File: src/rtl/vend_pkg.sv
// Shared types and constants for the vending credit controller.
// Holds the FSM state encoding, coin values and the BCD adjust step.
package vend_pkg;

    typedef enum logic [1:0] {
        IDLE,
        CONVERT,
        CHANGE
    } state_t;

    localparam int QUARTER_C = 25;
    localparam int DIME_C    = 10;
    localparam int BCD_W     = 12;

    // Add 3 to every BCD digit that is 5 or more, ahead of the next left shift.
    function automatic logic [BCD_W-1:0] bcdAdjust(input logic [BCD_W-1:0] value);
        logic [BCD_W-1:0] result;
        result = value;
        for (int i = 0; i < BCD_W / 4; i++) begin
            if (value[i*4 +: 4] >= 4'd5) begin
                result[i*4 +: 4] = value[i*4 +: 4] + 4'd3;
            end
        end
        return result;
    endfunction

endpackage

File: src/rtl/vend_credit_ctrl_bin2bcd.sv
// Iterative double-dabble converter, one bit per cycle.
// A start pulse latches a new value and aborts any conversion in flight.
module bin2bcd_seq
    import vend_pkg::*;
#(
    parameter int CREDIT_W = 10
) (
    input  logic                clk,
    input  logic                reset,
    input  logic                start,
    input  logic [CREDIT_W-1:0] bin,
    output logic [BCD_W-1:0]    bcd,
    output logic                done
);

    localparam int CNT_W = $clog2(CREDIT_W + 1);
    localparam int SR_W  = BCD_W + CREDIT_W;

    logic [SR_W-1:0]  r_shift;
    logic [CNT_W-1:0] r_count;
    logic             r_running;
    logic [BCD_W-1:0] r_bcd;
    logic             r_done;
    logic [SR_W-1:0]  w_shifted;

    // BCD digits sit above the remaining binary bits; both move left together.
    always_comb begin
        w_shifted = {bcdAdjust(r_shift[SR_W-1 -: BCD_W]), r_shift[CREDIT_W-1:0]} << 1;
    end

    always_ff @(posedge clk or posedge reset) begin
        if (reset) begin
            r_shift   <= '0;
            r_count   <= '0;
            r_running <= 1'b0;
            r_bcd     <= '0;
            r_done    <= 1'b1;
        end else if (start) begin
            r_shift   <= {{BCD_W{1'b0}}, bin};
            r_count   <= CNT_W'(CREDIT_W);
            r_running <= 1'b1;
            r_done    <= 1'b0;
        end else if (r_running) begin
            if (r_count != '0) begin
                r_shift <= w_shifted;
                r_count <= r_count - CNT_W'(1);
            end else begin
                r_bcd     <= r_shift[SR_W-1 -: BCD_W];
                r_done    <= 1'b1;
                r_running <= 1'b0;
            end
        end
    end

    assign bcd  = r_bcd;
    assign done = r_done;

endmodule

File: src/rtl/vend_credit_ctrl.sv
// Vending credit controller: counts coin edges, decides vend/refusal,
// and reports change as BCD through an iterative converter.
module vend_credit_ctrl
    import vend_pkg::*;
#(
    parameter int PRICE      = 75,
    parameter int MAX_CREDIT = 995,
    parameter int CREDIT_W   = 10
) (
    input  logic                clk,
    input  logic                reset,
    input  logic                quarter_in,
    input  logic                dime_in,
    input  logic                confirm_in,
    input  logic                cancel_in,
    output logic [CREDIT_W-1:0] credit_bin,
    output logic [BCD_W-1:0]    amount_bcd,
    output logic                bcd_valid,
    output logic                vend,
    output logic                give_change,
    output logic                insufficient,
    output logic                coin_reject,
    output logic                busy
);

    localparam logic [CREDIT_W:0] L_PRICE   = (CREDIT_W + 1)'(PRICE);
    localparam logic [CREDIT_W:0] L_MAX     = (CREDIT_W + 1)'(MAX_CREDIT);
    localparam logic [CREDIT_W:0] L_QUARTER = (CREDIT_W + 1)'(QUARTER_C);
    localparam logic [CREDIT_W:0] L_DIME    = (CREDIT_W + 1)'(DIME_C);

    state_t              r_state;
    logic [CREDIT_W-1:0] r_credit;
    logic [CREDIT_W-1:0] r_creditLast;
    logic                r_quarterQ;
    logic                r_dimeQ;
    logic                r_confirmQ;
    logic                r_cancelQ;
    logic                r_vend;
    logic                r_giveChange;
    logic                r_insufficient;
    logic                r_coinReject;

    state_t              w_stateNext;
    logic [CREDIT_W-1:0] w_creditNext;
    logic [CREDIT_W:0]   w_sum;
    logic                w_vendNext;
    logic                w_giveChangeNext;
    logic                w_insufficientNext;
    logic                w_coinRejectNext;
    logic                w_quarterRise;
    logic                w_dimeRise;
    logic                w_confirmRise;
    logic                w_cancelRise;
    logic                w_start;
    logic                w_done;

    assign w_quarterRise = quarter_in & ~r_quarterQ;
    assign w_dimeRise    = dime_in & ~r_dimeQ;
    assign w_confirmRise = confirm_in & ~r_confirmQ;
    assign w_cancelRise  = cancel_in & ~r_cancelQ;

    // Any change of the stored credit restarts the converter on the next edge.
    assign w_start   = (r_credit != r_creditLast);
    assign bcd_valid = w_done & ~w_start;

    bin2bcd_seq #(
        .CREDIT_W (CREDIT_W)
    ) u_bin2bcd (
        .clk   (clk),
        .reset (reset),
        .start (w_start),
        .bin   (r_credit),
        .bcd   (amount_bcd),
        .done  (w_done)
    );

    always_comb begin
        w_stateNext        = r_state;
        w_creditNext       = r_credit;
        w_sum              = {1'b0, r_credit};
        w_vendNext         = 1'b0;
        w_giveChangeNext   = 1'b0;
        w_insufficientNext = 1'b0;
        w_coinRejectNext   = 1'b0;
        case (r_state)
            IDLE: begin
                if (w_quarterRise) begin
                    if (w_sum + L_QUARTER > L_MAX) w_coinRejectNext = 1'b1;
                    else                           w_sum = w_sum + L_QUARTER;
                end
                if (w_dimeRise) begin
                    if (w_sum + L_DIME > L_MAX) w_coinRejectNext = 1'b1;
                    else                        w_sum = w_sum + L_DIME;
                end
                // Confirm sees the credit including this cycle's coins and beats cancel.
                if (w_confirmRise) begin
                    if (w_sum >= L_PRICE) begin
                        w_creditNext = CREDIT_W'(w_sum - L_PRICE);
                        w_vendNext   = 1'b1;
                        w_stateNext  = CONVERT;
                    end else begin
                        w_creditNext       = CREDIT_W'(w_sum);
                        w_insufficientNext = 1'b1;
                    end
                end else begin
                    w_creditNext = CREDIT_W'(w_sum);
                    if (w_cancelRise) w_stateNext = CONVERT;
                end
            end
            CONVERT: begin
                w_coinRejectNext = w_quarterRise | w_dimeRise;
                if (bcd_valid) begin
                    w_stateNext      = CHANGE;
                    w_giveChangeNext = 1'b1;
                end
            end
            CHANGE: begin
                w_coinRejectNext = w_quarterRise | w_dimeRise;
                w_creditNext     = '0;
                w_stateNext      = IDLE;
            end
            default: w_stateNext = IDLE;
        endcase
    end

    always_ff @(posedge clk or posedge reset) begin
        if (reset) begin
            r_state        <= IDLE;
            r_credit       <= '0;
            r_creditLast   <= '0;
            r_quarterQ     <= 1'b0;
            r_dimeQ        <= 1'b0;
            r_confirmQ     <= 1'b0;
            r_cancelQ      <= 1'b0;
            r_vend         <= 1'b0;
            r_giveChange   <= 1'b0;
            r_insufficient <= 1'b0;
            r_coinReject   <= 1'b0;
        end else begin
            r_state        <= w_stateNext;
            r_credit       <= w_creditNext;
            r_creditLast   <= r_credit;
            r_quarterQ     <= quarter_in;
            r_dimeQ        <= dime_in;
            r_confirmQ     <= confirm_in;
            r_cancelQ      <= cancel_in;
            r_vend         <= w_vendNext;
            r_giveChange   <= w_giveChangeNext;
            r_insufficient <= w_insufficientNext;
            r_coinReject   <= w_coinRejectNext;
        end
    end

    assign credit_bin   = r_credit;
    assign vend         = r_vend;
    assign give_change  = r_giveChange;
    assign insufficient = r_insufficient;
    assign coin_reject  = r_coinReject;
    assign busy         = (r_state != IDLE);

endmodule

File: config.mk
export PLATFORM = sky130hd
export DESIGN_NAME = vend_credit_ctrl
export DESIGN_NICKNAME = d
export VERILOG_FILES = /design/src/rtl/vend_pkg.sv /design/src/rtl/vend_credit_ctrl_bin2bcd.sv /design/src/rtl/vend_credit_ctrl.sv
export SDC_FILE = /design/constraint.sdc
export NUM_CORES = 1
export LEC_CHECK = 0
export ABC_CLOCK_PERIOD_IN_PS = 6400
export CAP_MARGIN = 20
export CELL_PAD_IN_SITES_DETAIL_PLACEMENT = 1
export CELL_PAD_IN_SITES_GLOBAL_PLACEMENT = 2
export CORE_UTILIZATION = 37
export CTS_CLUSTER_DIAMETER = 120
export DETAILED_ROUTE_END_ITERATION = 8
export PLACE_DENSITY = 0.78
export SKIP_LAST_GASP = 1
export SYNTH_ARGS = -nofsm -noshare
export SYNTH_HDL_FRONTEND = slang
export SYNTH_SLANG_ARGS = --single-unit
File: constraint.sdc
create_clock -name clk -period 6.4 [get_ports clk]
set_input_delay 0.64 -clock clk [delete_from_list [all_inputs] [get_ports clk]]
set_output_delay 0.64 -clock clk [all_outputs]
set_load 0.02 [all_outputs]
## Word level (Yosys, flattened, before mapping)

Cells that the tools add are included.

- Equality and inequality tests: 7
- Add/subtract/negate cells: 7
- Multiplexer cells: 42
- Bitwise operators: 12
- Magnitude comparators: 6
- Reductions and logical operators: 11

Operators with widths:

| cell | count |
|---|---|
| 11-bit 2-to-1 mux | 6 |
| 22-bit 2-to-1 mux | 3 |
| 11-bit by 10-bit > comparator with 1-bit output, second input constant | 2 |
| 10-bit 2-to-1 mux | 2 |
| 4-bit 2-to-1 mux | 5 |
| 10-bit one-hot mux with 2 select lines | 1 |
| 1-bit 2-to-1 mux | 18 |
| 4-bit by 3-bit greater-or-equal comparator with 1-bit output, second input constant | 3 |
| 10-bit by 5-bit adder with 11-bit output, second input constant | 1 |
| 11-bit by 4-bit adder with 11-bit output, second input constant | 1 |
| 11-bit by 7-bit greater-or-equal comparator with 1-bit output, second input constant | 1 |
| 10-bit inequality test | 1 |
| 10-bit by 7-bit subtractor with 10-bit output, second input constant | 1 |
| 4-bit by 2-bit adder with 4-bit output, second input constant | 2 |
| 2-bit 2-to-1 mux | 4 |
| 2-bit nonzero test | 4 |
| 3-bit inequality test, second input constant | 2 |
| 1-bit NOT | 6 |
| 3-bit AND reduction | 2 |
| 1-bit bitwise AND | 5 |
| 2-bit inequality test, second input constant | 2 |
| 2-bit one-hot mux with 2 select lines | 1 |
| 2-bit AND reduction | 2 |
| 4-bit nonzero test | 1 |
| 9 further kinds | 9 |

- Input port bits: 6
- Bits in registers: 70

## Longest topological paths before layout

Gate-level depths: netlist (run 1).

- Depth after elaboration: 14
- Gate-level depth with buffers: 27
- Depth with buffers taken out: 25

## Hierarchy

A second synthesis (run 1) with hierarchy kept.

- Cell total of the unflattened synthesis: 543
- Area, all modules: 5001.0 sq um

Modules (own cells, without submodules):

| module | cells an instance | area each (sq um) | times used |
|---|---|---|---|
| vend_credit_ctrl | 333 | 2824.0 | 1 |
| bin2bcd_seq | 210 | 2177.1 | 1 |

## Worst setup path before layout (run 1)

Ideal clock, no wire load.

- Path type: reg-to-reg
- From: register r_credit[0] (netlist: credit_bin[0])
- To: register r_credit[5] (netlist: credit_bin[5])
- Slack: 0.443 ns
- Cell stages (with the launch flop): 26
- Arrival: 5.888 ns
- Required time: 6.331 ns
- Setup time: 0.069 ns
- Cells stage by stage: dfrtp_1 buf_2 inv_1 ha_1 o311a_1 o21a_1 o31ai_2 buf_2 o21a_1 inv_1 ha_1 nor4_4 nor3_1 and3_1 o32a_4 a21oi_2 xnor2_1 ha_1 nor3_1 nand2_1 o41ai_1 o31ai_1 a31o_4 a2111o_1 a21bo_1 nand3_1

- Word-level cells in the longest chain between the ends: 14

RTL lines:

| what | RTL line | text |
|---|---|---|
| start, declared | vend_credit_ctrl.sv:32 | `logic [CREDIT_W-1:0] r_credit;` |
| start signal, assigned | vend_credit_ctrl.sv:141 | `r_credit <= w_creditNext;` |
| 10-bit by 5-bit adder with 11-bit output | vend_credit_ctrl.sv:88, vend_credit_ctrl.sv:89 |  |
| 11-bit by 10-bit > comparator with 1-bit output | vend_credit_ctrl.sv:88 | `if (w_sum + L_QUARTER > L_MAX) w_coinRejectNext = 1'b1;` |
| 11-bit 2-to-1 mux | vend_credit_ctrl.sv:88 |  |
| 11-bit 2-to-1 mux * | vend_credit_ctrl.sv:87 | `if (w_quarterRise) begin` |
| 11-bit 2-to-1 mux * | vend_credit_ctrl.sv:85 | `case (r_state)` |
| 11-bit by 4-bit adder with 11-bit output | vend_credit_ctrl.sv:92, vend_credit_ctrl.sv:93 |  |
| 11-bit by 10-bit > comparator with 1-bit output | vend_credit_ctrl.sv:92 | `if (w_sum + L_DIME > L_MAX) w_coinRejectNext = 1'b1;` |
| 11-bit 2-to-1 mux | vend_credit_ctrl.sv:92 |  |
| 11-bit 2-to-1 mux * | vend_credit_ctrl.sv:91 | `if (w_dimeRise) begin` |
| 11-bit 2-to-1 mux * | vend_credit_ctrl.sv:85 |  |
| 10-bit by 7-bit subtractor with 10-bit output or 11-bit by 7-bit greater-or-equal comparator with 1-bit output (tied branches) | vend_credit_ctrl.sv:98, vend_credit_ctrl.sv:97 |  |
| 10-bit 2-to-1 mux | vend_credit_ctrl.sv:97 | `if (w_sum >= L_PRICE) begin` |
| 10-bit 2-to-1 mux * | vend_credit_ctrl.sv:96 | `if (w_confirmRise) begin` |
| 10-bit one-hot mux with 2 select lines * | vend_credit_ctrl.sv:85 |  |

Every way passes the cells marked *; elsewhere a longest branch is shown, timed or not. The select of a mux whose other input is x is not followed.
A chain may end at the register's enable or synchronous reset.

## Final worst setup path (run 1)

- From: register r_credit[0] (netlist: credit_bin[0])
- To: register r_credit[0] (netlist: credit_bin[0])

Same word-level chain as after synthesis.

==> run summary, run 1 <==
### Die
• Die X-Extent: 113 um
• area of the core: 0.0120 mm2
• Die Y-Extent: 113 um
• Initial Utilization: 37.8%
• Top Ports: 34
• FP Rows: 40
• Die Footprint: 0.0127 mm2

### Route
• average wire per standard cell: 17.8 um
• Post-Route WL: 12,400 um
• routed via count: 3,882
• DRT iter0 DRCs: 93
• mean number of vias per cell: 5.58
• post-route antenna net violation count: 0
• DRC violation count after routing: 0
• number of search-and-repair iterations in the first detailed-routing pass: 4

### Global routing
• number of global-route vias before repair: 3,980
• largest net degree at the start of global routing: 71
• first-pass GRT wire length: 20,900 um
• antenna violations before repair: 0
• Overall Global Routing Usage: 21.0%
• total congestion overflow: 0

### Worst setup path
• critical path peak fanout: 15
• start-to-end type of the worst setup path: flop to flop
• slack of the worst reg-to-reg path: 0.46 ns
• reg-to-reg startpoint: credit_bin[0]
• Most Frequent Cell on Critical Path: xnor2_1
• slowest CP cell: a311oi_4
• Worst setup EP type: flop
• stage delay of the slowest cell on the critical path: 0.47 ns
• logic depth of the worst register-to-register path: 25
• Critical Path Source Type: flop
• Required @ worst endpoint: 6.66 ns
• crit path DAT: 6.19 ns
• Reg-to-Reg End: credit_bin[0]

### Min path
• beginning of the worst hold path: u_bin2bcd.bcd[9]
• Hold Path Sink: u_bin2bcd.bcd[9]
• class of the worst hold path: flop to flop
• Hold Path Stages: 2

### Cells and area
• number of nets in the layout: 566
• total inserted antenna cells: 0
• Area growth syn-to-layout: 19.3%
• share of final-layout standard cells stronger than drive strength 1: 13.3%

### Synthesis
• proportion of netlist area held by the largest area contributor: 38.0%
• mean instance size in the synthesized netlist: 8.98 um2
• most area-hungry cell type in the Yosys netlist: dfrtp_1
• net count of the mapped netlist: 528
• leading post-synthesis cells by cell area: dfrtp_1, nand2_1, xnor2_1
• number of standard cells after synthesis: 506
• fraction of the yosys area taken by sequential cells: 38.6%
• cell area after synthesis: 0.00454 mm2
• cell types with the highest counts after synthesis: nand2_1, dfrtp_1, nor2_1
• library cell with the highest instance count after synthesis: nand2_1
• Yosys Warn Count: 0
• synthesized flop and latch total: 70
• async set or reset register ratio after synthesis: 100%
• number of enable-type register cells in the synthesized netlist: 0
• library cells used by synthesis: 71
• Most used DFF post-synth: dfrtp_1

### Clocking
• clock tree sinks: 70
• clk root buf: clkbuf_16
• Inserted Clock Buffers: 9
• total number of H-tree levels: 3
• clock insertion delay at the later pin of the skew report: 0.34 ns
• Worst-path clk slew: 0.06 ns
• hold buffers post-CTS: 0
• clock tree from TritonCTS: built
• maximum clock path buffer count: 2

### Place
• number of input and output port buffers inserted: 33
• placer congestion estimate: 0.851
• placed wire-length estimate after detailed placement: 9110 um

### STA
• final-report setup violation count: 0
• max-slew headroom at the worst pin: 37.3%
• time the final worst path needs with I/O delays and setup: 5.94 ns
• maximum achievable frequency: 0.168 GHz
• fin. max-slew vios: 0
• final setup skew: 0.00612 ns
• worst hold margin: 0.481 ns
• Least-Margin Pin Slew: 0.941 ns
• post-route clock period utilization: 92.8%
• number of endpoints with negative hold slack in the final report: 0

### Job
• total of max-cap violations: 0

### Outcome
• status: completed

### Pwr
• total power of the final layout: 2.47 mW
• power per standard cell area: 455 mW/mm2
• Static Leakage: 2.19 nW
• IR drop worst, VDD: 0.000177 V

[worst max path at each step]
stage,from,endpoint,slack [ns],depth (start not counted)
after CTS,credit_bin[1],credit_bin[0],0.24,24
final,credit_bin[0],credit_bin[0],0.46,25
after global routing,credit_bin[0],credit_bin[0],-0.005,25
after global placement,credit_bin[1],credit_bin[1],0.50,24
after detailed placement,credit_bin[1],credit_bin[1],0.31,24
after floorplan,credit_bin[0],credit_bin[5],0.44,25
[routing by layer]
| layer | track usage [%] | vias to the layer above | share of wire (%) |
|---|---|---|---|
| met5 | 0 | - | 0 |
| met4 | 8.44 | 0 | 2.6 |
| met3 | 3.86 | 27 | 2.6 |
| met2 | 36.3 | 50 | 50 |
| met1 | 25.9 | 1951 | 45 |
| li1 | - | 1854 | - |
[kinds of logic after synthesis]
kind of cell / synth area share [%]
AND/OR/NAND/NOR: 20.4
AO/OA/AOI/OAI: 19.9
flip-flops: 38.6
buffers and inverters: 4.32
XOR/XNOR: 7.87
multiplexers: 4.46
adder cells (fa/ha/maj): 4.41
[cell usage in the layout, fill, tap and decap left out, drive strengths merged, types with 16 or more instances in the layout]
| cell type | netlist | final |
|---|---|---|
| dfrtp | 69 | 69 |
| clkdlybuf4s50 | 0 | 33 |
| o21ai | 27 | 27 |
| buf | 12 | 20 |
| xnor2 | 23 | 23 |
| ha | 16 | 16 |
| nor2 | 38 | 38 |
| nand2 | 80 | 80 |
| a21oi | 30 | 30 |
| xor2 | 17 | 17 |
| inv | 18 | 18 |
[stage by stage]
step           instance area (um2)  instances  setup TNS (ns)  setup WS [ns]  util, %
3_3_place_gp                  5050        676               0          0.504     42.0
6_report                      5420        696               0          0.463     45.1
2_1_floorplan                 4540        506               0          0.443        -
5_1_grt                       5420        696        -0.00692       -0.00540     45.1
3_5_place_dp                  5050        676               0          0.308     42.0
4_1_cts                       5380        692               0          0.239     44.8
[report_power, final]
group / switching (mW) / leakage [nW] / internal, mW / total (mW)
clock: 0.189 / 0.160 / 0.352 / 0.541
sequential: 0.105 / 0.902 / 0.542 / 0.647
combinational: 0.769 / 1.13 / 0.512 / 1.28
total: 1.06 / 2.19 / 1.41 / 2.47
[flip-flops by register name, indices dropped and copies added, names as in the netlist]
name	cells
insufficient	1
r_confirmQ	1
u_bin2bcd.r_count	4
r_cancelQ	1
credit_bin	10
u_bin2bcd.r_shift	22
r_dimeQ	1
vend	1
give_change	1
u_bin2bcd.bcd	12
r_quarterQ	1
u_bin2bcd.done	1
r_state	2
r_creditLast	10
u_bin2bcd.r_running	1
coin_reject	1
[timing repair]
action                     in CTS  in global routing
buffers inserted                0                  3
setup endpoints to repair       0                 12
gates resized for setup         0                  3
[worst max-delay path, delay by kind of cell, from the launching register on]
| family | cells | cell delay [ns] |
|---|---|---|
| adder cells (fa/ha/maj) | 2 | 0.64 |
| AND/OR/NAND/NOR | 9 | 1.38 |
| XOR/XNOR | 3 | 0.59 |
| buffers and inverters | 2 | 0.36 |
| multiplexers | 1 | 0.36 |
| flip-flops | 1 | 0.43 |
| AO/OA/AOI/OAI | 8 | 2.08 |
[area by class of cell]
type                       count  area (um2)
inverter                      18        67.6
fill                        1404        6590
timing repair buffer          53         484
multi-input combinational    392        2610
clock inverter                 5        82.6
clock buffer                  11         243
tap                          147         184
sequential                    70        1750
Power figures use the tool's default switching activity.
==> run 2, diff against run 1 <==
--- a/config.mk
+++ b/config.mk
@@ -13,6 +13,7 @@
 export CTS_CLUSTER_DIAMETER = 120
 export DETAILED_ROUTE_END_ITERATION = 8
 export PLACE_DENSITY = 0.78
+export RECOVER_POWER = 50
 export SKIP_LAST_GASP = 1
 export SYNTH_ARGS = -nofsm -noshare
 export SYNTH_HDL_FRONTEND = slang
==> run 2 against run 1 <==
Flip-flop and latch count unchanged. Combinational power about the same. Critical endpoint unchanged. Sequential share of layout area increased by 0.067 points. The flow now finishes with violations (capacitance limit, slew limit). Setup slack got worse by 0.028 ns. Die area unchanged. Final cell count unchanged. Clock-buffer cell count unchanged. Largest cell class unchanged. Non-clock buffer count unchanged.
==> run summary, run 2 (synthesis gave the netlist of run 1 again) <==
### Cells and area
• fillcell total: 1,406
• highest-count cells in the layout ignoring fill and taps: nand2_1, dfrtp_1, nor2_1
• Largest register FFs: 22
• number of nets in the layout: 566
• Area growth syn-to-layout: 19.1%
• commonest non-fill, non-tap cell in the layout: nand2_1
• total inserted antenna cells: 0
• Largest Register: u_bin2bcd.r_shift
• share of final-layout standard cells stronger than drive strength 1: 12.6%
• utilization after layout: 45.1%

### Die
• Die Y-Extent: 113 um
• Top Ports: 34
• Die Footprint: 0.0127 mm2
• area of the core: 0.0120 mm2
• Initial Utilization: 37.8%
• Die X-Extent: 113 um
• FP Rows: 40

### Clocking
• Worst-path clk slew: 0.06 ns
• clk root buf: clkbuf_16
• maximum clock path buffer count: 2
• total number of H-tree levels: 3
• clock tree from TritonCTS: built
• Inserted Clock Buffers: 9
• clock tree sinks: 70
• clock insertion delay at the later pin of the skew report: 0.34 ns

### Job
• total of max-cap violations: 1

### Route
• average wire per standard cell: 17.8 um
• mean number of vias per cell: 5.55
• DRT iter0 DRCs: 97
• Post-Route WL: 12,400 um
• post-route antenna net violation count: 0
• routed via count: 3,864
• number of search-and-repair iterations in the first detailed-routing pass: 4
• DRC violation count after routing: 0

### Pwr
• power per standard cell area: 455 mW/mm2
• IR drop worst, VDD: 0.000176 V
• Static Leakage: 2.18 nW

### Global routing
• Overall Global Routing Usage: 21.0%
• first-pass GRT wire length: 20,900 um
• total congestion overflow: 0
• antenna violations before repair: 0
• largest net degree at the start of global routing: 71
• number of global-route vias before repair: 3,980

### Outcome
• violated checks: capacitance limit, slew limit
• status: finished with violations

### STA
• max-slew headroom at the worst pin: -159%
• worst hold margin: 0.481 ns
• post-route clock period utilization: 93.2%
• number of endpoints with negative hold slack in the final report: 0
• fin. max-slew vios: 71
• time the final worst path needs with I/O delays and setup: 5.96 ns
• maximum achievable frequency: 0.168 GHz
• final setup skew: 0.00608 ns
• Least-Margin Pin Slew: 3.89 ns
• min setup slack post-route: 0.435 ns
• final-report setup violation count: 0

### Place
• pre-CTS worst setup slack: 0.308 ns
• placed wire-length estimate after detailed placement: 9110 um
• placer congestion estimate: 0.851
• number of input and output port buffers inserted: 33

### Worst setup path
• Worst setup EP type: flop
• logic depth of the worst register-to-register path: 25
• Critical Path Source Type: flop
• crit path DAT: 6.22 ns
• start-to-end type of the worst setup path: flop to flop
• critical path peak fanout: 15
• beginning of the critical path: credit_bin[0]
• Required @ worst endpoint: 6.66 ns
• slack of the worst reg-to-reg path: 0.44 ns
• critical path capture point: credit_bin[0]
• Reg-to-Reg End: credit_bin[0]
• reg-to-reg startpoint: credit_bin[0]

### Min path
• class of the worst hold path: flop to flop

-- run 2: critical path: stages (launching register included) --
cell and delay (ns):
dfrtp_1 0.43, buf_4 0.21, a311oi_4 0.47, nor3b_1 0.14
a31oi_2 0.34, nor3_2 0.11, nor2_1 0.17, nand2_1 0.09
xnor2_1 0.26, ha_1 0.37, nor4_4 0.10, buf_4 0.15
or3_1 0.31, a211oi_1 0.32, o32a_4 0.27, a21oi_2 0.07
xnor2_1 0.20, ha_1 0.28, nor3_1 0.10, nand2_1 0.08
o41ai_1 0.07, o31ai_1 0.40, a31o_4 0.33, xnor2_1 0.13
or3_1 0.31, a21oi_1 0.16
-- run 2: what timing repair did --
item | in CTS | in global routing
buffers inserted | 0 | 3
endpoints found under the setup margin | 0 | 12
gates resized for setup | 0 | 3
hold buffers | 0 | 0
-- run 2: how the worst min path moves through the flow --
stage	slack [ns]	start	end	cells past startpoint
3_5_place_dp	0.47	credit_bin[0]	r_creditLast[0]	0
5_1_grt	0.51	u_bin2bcd.bcd[11]	u_bin2bcd.bcd[11]	1
4_1_cts	0.49	u_bin2bcd.bcd[9]	u_bin2bcd.bcd[9]	2
6_report	0.48	u_bin2bcd.bcd[9]	u_bin2bcd.bcd[9]	2
2_1_floorplan	0.47	u_bin2bcd.r_shift[0]	u_bin2bcd.r_shift[0]	2
3_3_place_gp	0.45	credit_bin[0]	r_creditLast[0]	0
-- run 2: report_power, final --
group	total [mW]	internal [mW]	leakage, nW	switching, mW
clock network	0.541	0.352	0.160	0.189
logic	1.27	0.506	1.12	0.767
registers	0.648	0.542	0.902	0.106
total	2.46	1.40	2.18	1.06
-- run 2: metrics by stage --
stage	instance area [um2]	power, mW	TNS, ns	cells
5_1_grt	5410	2.63	-0.00700	696
4_1_cts	5380	2.46	0	692
3_3_place_gp	5050	1.87	0	676
6_report	5410	2.46	0	696
2_1_floorplan	4540	1.52	0	506
3_5_place_dp	5050	1.90	0	676
-- run 2: per-layer routing --
layer	GRT usage, %	wire (um)
met3	3.86	259
met1	25.9	5580
met4	8.44	300
met2	36.3	6270
met5	0	0
-- run 2: cell type report --
class	instances	area [um2]	area share, %
tap	147	184	3.40
sequential	70	1750	32.4
clock buffer	11	243	4.49
multi-input combinational	392	2610	48.2
inverter	18	67.6	1.25
clock inverter	5	82.6	1.53
timing repair buffer	53	473	8.74
